File: src/rtl/jtframe_rom_arb_if.sv
// rtl/jtframe_rom_arb_if.sv - ROM client and SDRAM read-port bundle for jtframe_rom_arb
interface jtframe_rom_arb_if #(
    parameter int AW = 22,
    parameter int DW = 32
);
    logic [3:0]      slot_req;
    logic [4*AW-1:0] slot_addr;
    logic [3:0]      slot_ok;
    logic [4*DW-1:0] slot_dout;
    logic            sdram_req;
    logic [AW-1:0]   sdram_addr;
    logic            sdram_ack;
    logic            data_rdy;
    logic [DW-1:0]   data_read;
    logic            refresh_en;

    // master is the arbiter; slave is the surrounding clients plus SDRAM controller
    modport master (
        input  slot_req, slot_addr, sdram_ack, data_rdy, data_read,
        output slot_ok, slot_dout, sdram_req, sdram_addr, refresh_en
    );

    modport slave (
        output slot_req, slot_addr, sdram_ack, data_rdy, data_read,
        input  slot_ok, slot_dout, sdram_req, sdram_addr, refresh_en
    );
endinterface

File: src/rtl/jtframe_rom_arb.sv
// rtl/jtframe_rom_arb.sv - four-client round-robin SDRAM read arbiter with one-entry cache per client
module jtframe_rom_arb #(
    parameter int AW = 22,
    parameter int DW = 32
) (
    input  logic                  clk,
    input  logic                  rst_n,
    input  logic                  downloading,
    jtframe_rom_arb_if.master     bus
);
    typedef enum logic [1:0] {IDLE, WAIT_ACK, WAIT_RDY} state_t;

    state_t        state;
    logic [1:0]    cur;
    logic [AW-1:0] tag   [4];
    logic [DW-1:0] dout  [4];
    logic [3:0]    valid;
    logic [3:0]    hit;
    logic [3:0]    pending;
    logic          busy;
    logic          found;
    logic [1:0]    nxt;
    logic [1:0]    idx;
    logic          sdram_req_r;
    logic [AW-1:0] sdram_addr_r;

    assign busy = (state != IDLE);

    always_comb begin
        for (int i = 0; i < 4; i++) begin
            hit[i]     = valid[i] && (tag[i] == bus.slot_addr[i*AW +: AW]);
            // the slot being served is not pending again even if its address moved
            pending[i] = bus.slot_req[i] && !hit[i] && !(busy && (cur == 2'(i)));
        end
    end

    // round-robin search starting just after the last served slot
    always_comb begin
        found = 1'b0;
        nxt   = cur;
        idx   = cur;
        for (int k = 1; k <= 4; k++) begin
            idx = cur + 2'(k);
            if (!found && pending[idx]) begin
                found = 1'b1;
                nxt   = idx;
            end
        end
    end

    always_ff @(posedge clk or negedge rst_n) begin
        if (!rst_n) begin
            state        <= IDLE;
            cur          <= 2'd3;
            valid        <= '0;
            sdram_req_r  <= 1'b0;
            sdram_addr_r <= '0;
            for (int i = 0; i < 4; i++) begin
                tag[i]  <= '0;
                dout[i] <= '0;
            end
        end else if (downloading) begin
            state       <= IDLE;
            sdram_req_r <= 1'b0;
            valid       <= '0;
        end else begin
            case (state)
                IDLE: begin
                    if (found) begin
                        cur          <= nxt;
                        tag[nxt]     <= bus.slot_addr[nxt*AW +: AW];
                        valid[nxt]   <= 1'b0;
                        sdram_addr_r <= bus.slot_addr[nxt*AW +: AW];
                        sdram_req_r  <= 1'b1;
                        state        <= WAIT_ACK;
                    end
                end
                WAIT_ACK: begin
                    if (bus.sdram_ack) begin
                        sdram_req_r <= 1'b0;
                        if (bus.data_rdy) begin
                            dout[cur]  <= bus.data_read;
                            valid[cur] <= 1'b1;
                            state      <= IDLE;
                        end else begin
                            state <= WAIT_RDY;
                        end
                    end
                end
                WAIT_RDY: begin
                    if (bus.data_rdy) begin
                        dout[cur]  <= bus.data_read;
                        valid[cur] <= 1'b1;
                        state      <= IDLE;
                    end
                end
                default: state <= IDLE;
            endcase
        end
    end

    assign bus.sdram_req  = sdram_req_r;
    assign bus.sdram_addr = sdram_addr_r;
    assign bus.slot_ok    = bus.slot_req & hit;
    assign bus.refresh_en = (state == IDLE) && !(|pending);

    always_comb begin
        for (int i = 0; i < 4; i++) begin
            bus.slot_dout[i*DW +: DW] = dout[i];
        end
    end
endmodule

File: src/flat_wrapper.sv
// flat-port wrapper written by rule: the top's interface ports become plain ports
module jtframe_rom_arb_flat 
#(
    parameter int AW = 22,
    parameter int DW = 32
)
  (clk, rst_n, downloading, bus_slot_req, bus_slot_addr, bus_sdram_ack, bus_data_rdy, bus_data_read, bus_slot_ok, bus_slot_dout, bus_sdram_req, bus_sdram_addr, bus_refresh_en);
  jtframe_rom_arb_if #(.AW(AW), .DW(DW)) bus_i ();
  input  logic clk;
  input  logic rst_n;
  input  logic downloading;
  input wire logic [$bits(bus_i.slot_req)-1:0] bus_slot_req;
  input wire logic [$bits(bus_i.slot_addr)-1:0] bus_slot_addr;
  input wire logic [$bits(bus_i.sdram_ack)-1:0] bus_sdram_ack;
  input wire logic [$bits(bus_i.data_rdy)-1:0] bus_data_rdy;
  input wire logic [$bits(bus_i.data_read)-1:0] bus_data_read;
  output wire logic [$bits(bus_i.slot_ok)-1:0] bus_slot_ok;
  output wire logic [$bits(bus_i.slot_dout)-1:0] bus_slot_dout;
  output wire logic [$bits(bus_i.sdram_req)-1:0] bus_sdram_req;
  output wire logic [$bits(bus_i.sdram_addr)-1:0] bus_sdram_addr;
  output wire logic [$bits(bus_i.refresh_en)-1:0] bus_refresh_en;
  assign bus_i.slot_req = bus_slot_req;
  assign bus_i.slot_addr = bus_slot_addr;
  assign bus_i.sdram_ack = bus_sdram_ack;
  assign bus_i.data_rdy = bus_data_rdy;
  assign bus_i.data_read = bus_data_read;
  assign bus_slot_ok = bus_i.slot_ok;
  assign bus_slot_dout = bus_i.slot_dout;
  assign bus_sdram_req = bus_i.sdram_req;
  assign bus_sdram_addr = bus_i.sdram_addr;
  assign bus_refresh_en = bus_i.refresh_en;
  jtframe_rom_arb #(.AW(AW), .DW(DW)) u_core (.clk(clk), .rst_n(rst_n), .downloading(downloading), .bus(bus_i));
endmodule
File: config.mk
export PLATFORM = sky130hd
export DESIGN_NAME = jtframe_rom_arb_flat
export DESIGN_NICKNAME = d
export VERILOG_FILES = /design/src/rtl/jtframe_rom_arb_if.sv /design/src/rtl/jtframe_rom_arb.sv /design/src/flat_wrapper.sv
export SDC_FILE = /design/constraint.sdc
export NUM_CORES = 1
export LEC_CHECK = 0
export BUFFER_PORTS_ARGS = -buffer_cell sky130_fd_sc_hd__clkbuf_2
export CAP_MARGIN = 20
export CORE_MARGIN = 2
export CORE_UTILIZATION = 54
export CTS_CLUSTER_DIAMETER = 40
export DETAILED_ROUTE_END_ITERATION = 8
export PLACE_DENSITY_LB_ADDON = 0.05
export SETUP_SLACK_MARGIN = 0.5
export SLEW_MARGIN = 20
export SYNTH_ARGS = -nofsm -noshare
export SYNTH_HDL_FRONTEND = slang
export SYNTH_SLANG_ARGS = --single-unit
File: constraint.sdc
create_clock -name clk -period 5.9 [get_ports clk]
set_clock_uncertainty 0.05 [all_clocks]
set_input_delay 1.77 -clock clk [delete_from_list [all_inputs] [get_ports clk]]
set_output_delay 1.77 -clock clk [all_outputs]
set_load 0.01 [all_outputs]
# [Word level (Yosys, flattened, before mapping)]
# Cells that the tools add are included.
[op_classes] n_addsub=3 n_mul=1 div_mod_pow=0 n_lt_le_gt_ge=11 eq_ne=13 shifts=1 mux=44 bitwise_logic=7 reduce_logical=48
[op_table] op="$mux 128" count=2
[op_table] op="$pmux 128 s2" count=1
[op_table] op="$bwmux 128" count=1
[op_table] op="$bwmux 88" count=1
[op_table] op="$eq 22x22->1" count=4
[op_table] op="$shiftx 88x8->22" count=1
[op_table] op="$demux 32 s2" count=1
[op_table] op="$demux 22 s2" count=1
[op_table] op="$mux 32" count=1
[op_table] op="$logic_and 1x1->1" count=24
[op_table] op="$mux 22" count=1
[op_table] op="$mux 2" count=9
[op_table] op="$mux 4" count=4
[op_table] op="$lt 2x3->1 const B" count=5
[op_table] op="$reduce_and 3->1" count=5
[op_table] op="$mux 1" count=13
[op_table] op="$logic_not 1->1" count=12
[op_table] op="$pmux 4 s3" count=1
[op_table] op="$and 4x4->4" count=2
[op_table] op="$bmux 1 s2" count=4
[op_table] op="$eq 2x2->1 const B" count=3
[op_table] op="$ge 3x3->1 const B" count=2
[op_table] op="$lt 3x1->1 const B" count=2
[op_table] op="$mul 2x4->6 const B" count=1
[op_table] op="other kinds (19)" count=27
[word_totals] ff_bits=247 latchBits=0 ram_bits=0 romBits=0 in_bits=129 output_inout_bits=156 elab_cells=141 mem_count=0

# [Depth between registers and ports, before layout]
[depth] depth_word=26 mapped_depth=13 ltp_nobuf=10

# [Least setup slack after synthesis]
# OpenSTA, ideal clock, no wires.
[synth_timing] path_type="input to output" startpoint="input bus_slot_addr[53]" endpoint="output bus_refresh_en" t_arrival_ns=3.516 required_ns=4.080 path_slack_ns=0.564 path_stages=6 path_buffers=0 path_cell_list="xor2_1 > or4b_1 > nand4bb_1 > o221a_4 > nor4_1 > and2_1"
[synth_between] elab_chain_cells=8
[synth_rtl] item="from (decl)" line="flat_wrapper.sv:13" rtl="input wire logic [$bits(bus_i.slot_addr)-1:0] bus_slot_addr;"
[synth_rtl] item="$eq 22x22->1" line="jtframe_rom_arb.sv:31" rtl="hit[i] = valid[i] && (tag[i] == bus.slot_addr[i*AW +: AW]);"
[synth_rtl] item="$logic_and 1x1->1" line="jtframe_rom_arb.sv:31"
[synth_rtl] item="$logic_not 1->1" line="jtframe_rom_arb.sv:33" rtl="pending[i] = bus.slot_req[i] && !hit[i] && !(busy && (cur == 2'(i)));"
[synth_rtl] item="$logic_and 1x1->1 (2 in series)" line="jtframe_rom_arb.sv:33"
[synth_rtl] item="$reduce_or 4->1" line="jtframe_rom_arb.sv:105" rtl="assign bus.refresh_en = (state == IDLE) && !(|pending);"
[synth_rtl] item="$logic_not 1->1" line="jtframe_rom_arb.sv:105"
[synth_rtl] item="$logic_and 1x1->1" line="jtframe_rom_arb.sv:105"
[synth_rtl] item="to (decl)" line="flat_wrapper.sv:21" rtl="output wire logic [$bits(bus_i.refresh_en)-1:0] bus_refresh_en;"
# Every way passes these cells.

# [Final worst setup path]
[layout_timing] startpoint="input bus_slot_addr[48]" endpoint="output bus_refresh_en"
# The elaborated chain is that of the path after synthesis.

==> impl_metrics.tcl <==
set metrics [dict create \
    status "complete, no violations" \
    hp-class "reg2reg" \
    power_frac_seq_pct 35.2 \
    p_clk_share_pct 25.9 \
    maxCapViolCount 0 \
    layout_common_cells "281 x clkbuf_2, 245 x dfrtp_1, 154 x mux2_2, 48 x xnor2_1, 46 x mux2i_1" \
    fmax_mhz 185 \
    syn_area_um2 11400 \
    critical_path.max_fanout 2 \
    p_total_mw 8.42 \
    yosys.area.top_type_share_pct 53.8 \
    final_common_cell "clkbuf_2" \
    fp.dieH_um 149 \
    cts.clk_slew.worst_paths_ns 0.05 \
    relSlewSlack_pct 40.0 \
    synthFlopType "dfrtp_1" \
    io_buffers 284 \
    synth_fp_nets 959 \
    p_switching_mw 2.86 \
    syn-mean-instance-area_um2 13.9 \
    synth_top_area_cell "dfrtp_1" \
    htreeDepth 2 \
    io_pins 285 \
    gp_congestion 0.898 \
    synth_cells 822 \
    ant_nets 0 \
    grt_start_max_net_pins 117 \
    yosysWarnings 0 \
    antenna_found_initial 0 \
    layout-drive-gt1-share_pct 50.7 \
    cp-end-kind "output port" \
    dp_hpwl_um 20600 \
    power_density_nw_per_um2 577 \
    critPathLaunch "bus_slot_addr[48]" \
    first_pass_iters 4 \
    final_cell_area_um2 14600 \
    critPathKind "in2out" \
    hold_violations 0 \
    vias_per_cell 5.46 \
    ys_ff_latch 247 \
    period_share_pct 91.5 \
    seq_area_frac_synth_pct 54.2 \
    cts_hold_buf 0 \
    synthArstFlopShare_pct 100 \
    grt_usage_pct 26.3 \
    worst_pin_slew_ns 0.901 \
    cts.path.max_buffers 3 \
    dieArea_um2 22300 \
    pre_cts_slack_ns 0.158 \
    crit_path_start_kind "input pin" \
    drcViolationCount 0 \
    grt_pass1_wl_um 45200 \
    dpl_cell_area_um2 13200 \
    synth_edf_count 0 \
    setup_ws_ns 0.499 \
    min_from "u_core.bus.sdram_addr[2]" \
    initial_core_util_pct 54.6 \
    root_buffer "clkbuf_16" \
    synthTopCellsByArea "dfrtp_1 54%, mux2_2 15%, mux2_4 5.1%" \
    coreArea_um2 20900 \
    numCtsBuffers 37 \
    grt_pass1_vias 8176 \
    intPower_mw 5.56 \
    pwr-share-comb_pct 38.9 \
    wl_per_cell_um 20.0 \
    arrival_ns 3.58 \
    netSwitchingFraction_pct 34.0 \
    r2r-start "u_core.tag[26]" \
    clock_latency_ns 0.51 \
    num_vias 7862 \
    layout_min_cycle_time_ns 5.40 \
    ir_drop_v 0.000329 \
    die_w_um 149 \
    layout.nets 1276 \
    setup_viol 0 \
    cts_tree "built" \
    cts.sinks 247 \
    drt_wl_total_um 28800 \
    row_count 53 \
    rsz0062_at_grt "yes" \
    area_delta_synth_final_pct 28.1 \
    num_antenna_cells 0 \
    tns_ns 0 \
    final-max-slew-violation-count 0 \
    required_ns 4.08 \
    gr-total-overflow 0 \
    drt_iter0_drc 346 \
    leakagePower_nw 7.36 \
    synth.distinct_cells 56 \
    fin_util_pct 69.9 \
]
logic make-up after synthesis:
group / Yosys count / synth area share [%]
flops: 247 / 54.2
compound gates: 60 / 4.19
mux: 265 / 27.2
simple gates: 107 / 4.93
fa+ha+maj: 8 / 0.878
xor+xnor: 87 / 6.68
buf+inv: 48 / 1.94
sequential cells by signal, indices dropped and copies added (netlist names):
signal	count
u_core.tag	88
u_core.bus.sdram_addr	22
u_core.state	2
u_core.bus.sdram_req	1
u_core.bus.slot_dout	128
u_core.valid	4
u_core.cur	2
layer usage:
| layer | vias up | wire length [um] | part of all wire (%) | GRT usage [%] |
|---|---|---|---|---|
| met4 | 0 | 831 | 2.9 | 8.57 |
| met2 | 279 | 14100 | 49 | 44.4 |
| met5 | - | 0 | 0 | 0 |
| met3 | 50 | 1980 | 6.9 | 6.91 |
| met1 | 3918 | 11900 | 41 | 33.3 |
| li1 | 3615 | - | - | - |
synthesized netlist by cell type (2+ instances only):
master and n:
a32oi_1 2, a32o_1 4, mux2_4 39, clkbuf_1 6, nand4_1 12, nand2_1 33, mux2_2 154, mux2i_1 46
and2_1 2, a21oi_1 4, mux2_1 23, dfrtp_1 245, o221ai_1 23, nor3_1 2, o21ai_0 11, a221oi_1 2
o21ai_1 2, nor4_1 17, buf_2 9, inv_1 13, dfstp_2 2, buf_1 15, nand3_1 9, buf_6 4
a31oi_1 2, ha_1 8, xnor2_1 49, nor2b_1 2, xor2_1 38, and4_1 3, nor2_1 15, or2_1 2
what timing repair did:
item	4_1_cts	5_1_grt
setup endpoints to repair	1	1
pin swaps	8	3
cloned	0	0
gates resized for setup	8	6
setup buffers	5	1
stage by stage:
step,cells,hold slack [ns]
after floorplan,822,0.428
after global placement,1369,0.421
after detailed placement,1369,0.423
after CTS,1440,0.442
after global routing,1441,0.465
final,1441,0.438
worst max-delay path, cell delays in order:
cell	delay (ns)
clkbuf_8	0.12
xor2_2	0.14
or4b_1	0.53
nand4bb_4	0.23
o221a_4	0.25
nor4_2	0.13
buf_4	0.15
and2_4	0.14
clkbuf_8	0.12
power groups by stage:
stage / sequential (mW) / combinational [mW] / clock [mW]
after global routing: 3.06 / 3.56 / 2.30
after CTS: 2.96 / 3.30 / 2.22
after global placement: 2.93 / 3.22 / 0
after detailed placement: 2.97 / 3.26 / 0
after floorplan: 3.12 / 1.96 / 0
final: 2.97 / 3.27 / 2.18
worst paths after layout:
kind,depth (start not counted),end,slack [ns]
max,9,bus_refresh_en,0.50
min,2,u_core.bus.sdram_addr[2],0.44
max reg2reg,11,u_core.tag[44],2.04
min reg2reg,2,u_core.bus.sdram_addr[2],0.44
max in group asynchronous,2,u_core.bus.slot_dout[75],3.47
min in group asynchronous,1,u_core.tag[83],1.31
layout make-up:
type / instances / area (um2)
Clock inverter: 19 / 209
Multi-Input combinational cell: 527 / 5110
Sequential cell: 247 / 6180
Fill cell: 1546 / 6280
Timing Repair Buffer: 312 / 1670
Clock buffer: 47 / 1040
Inverter: 14 / 52.6
Tap cell: 275 / 344
Note: power is estimated with default switching activity, not from simulation.
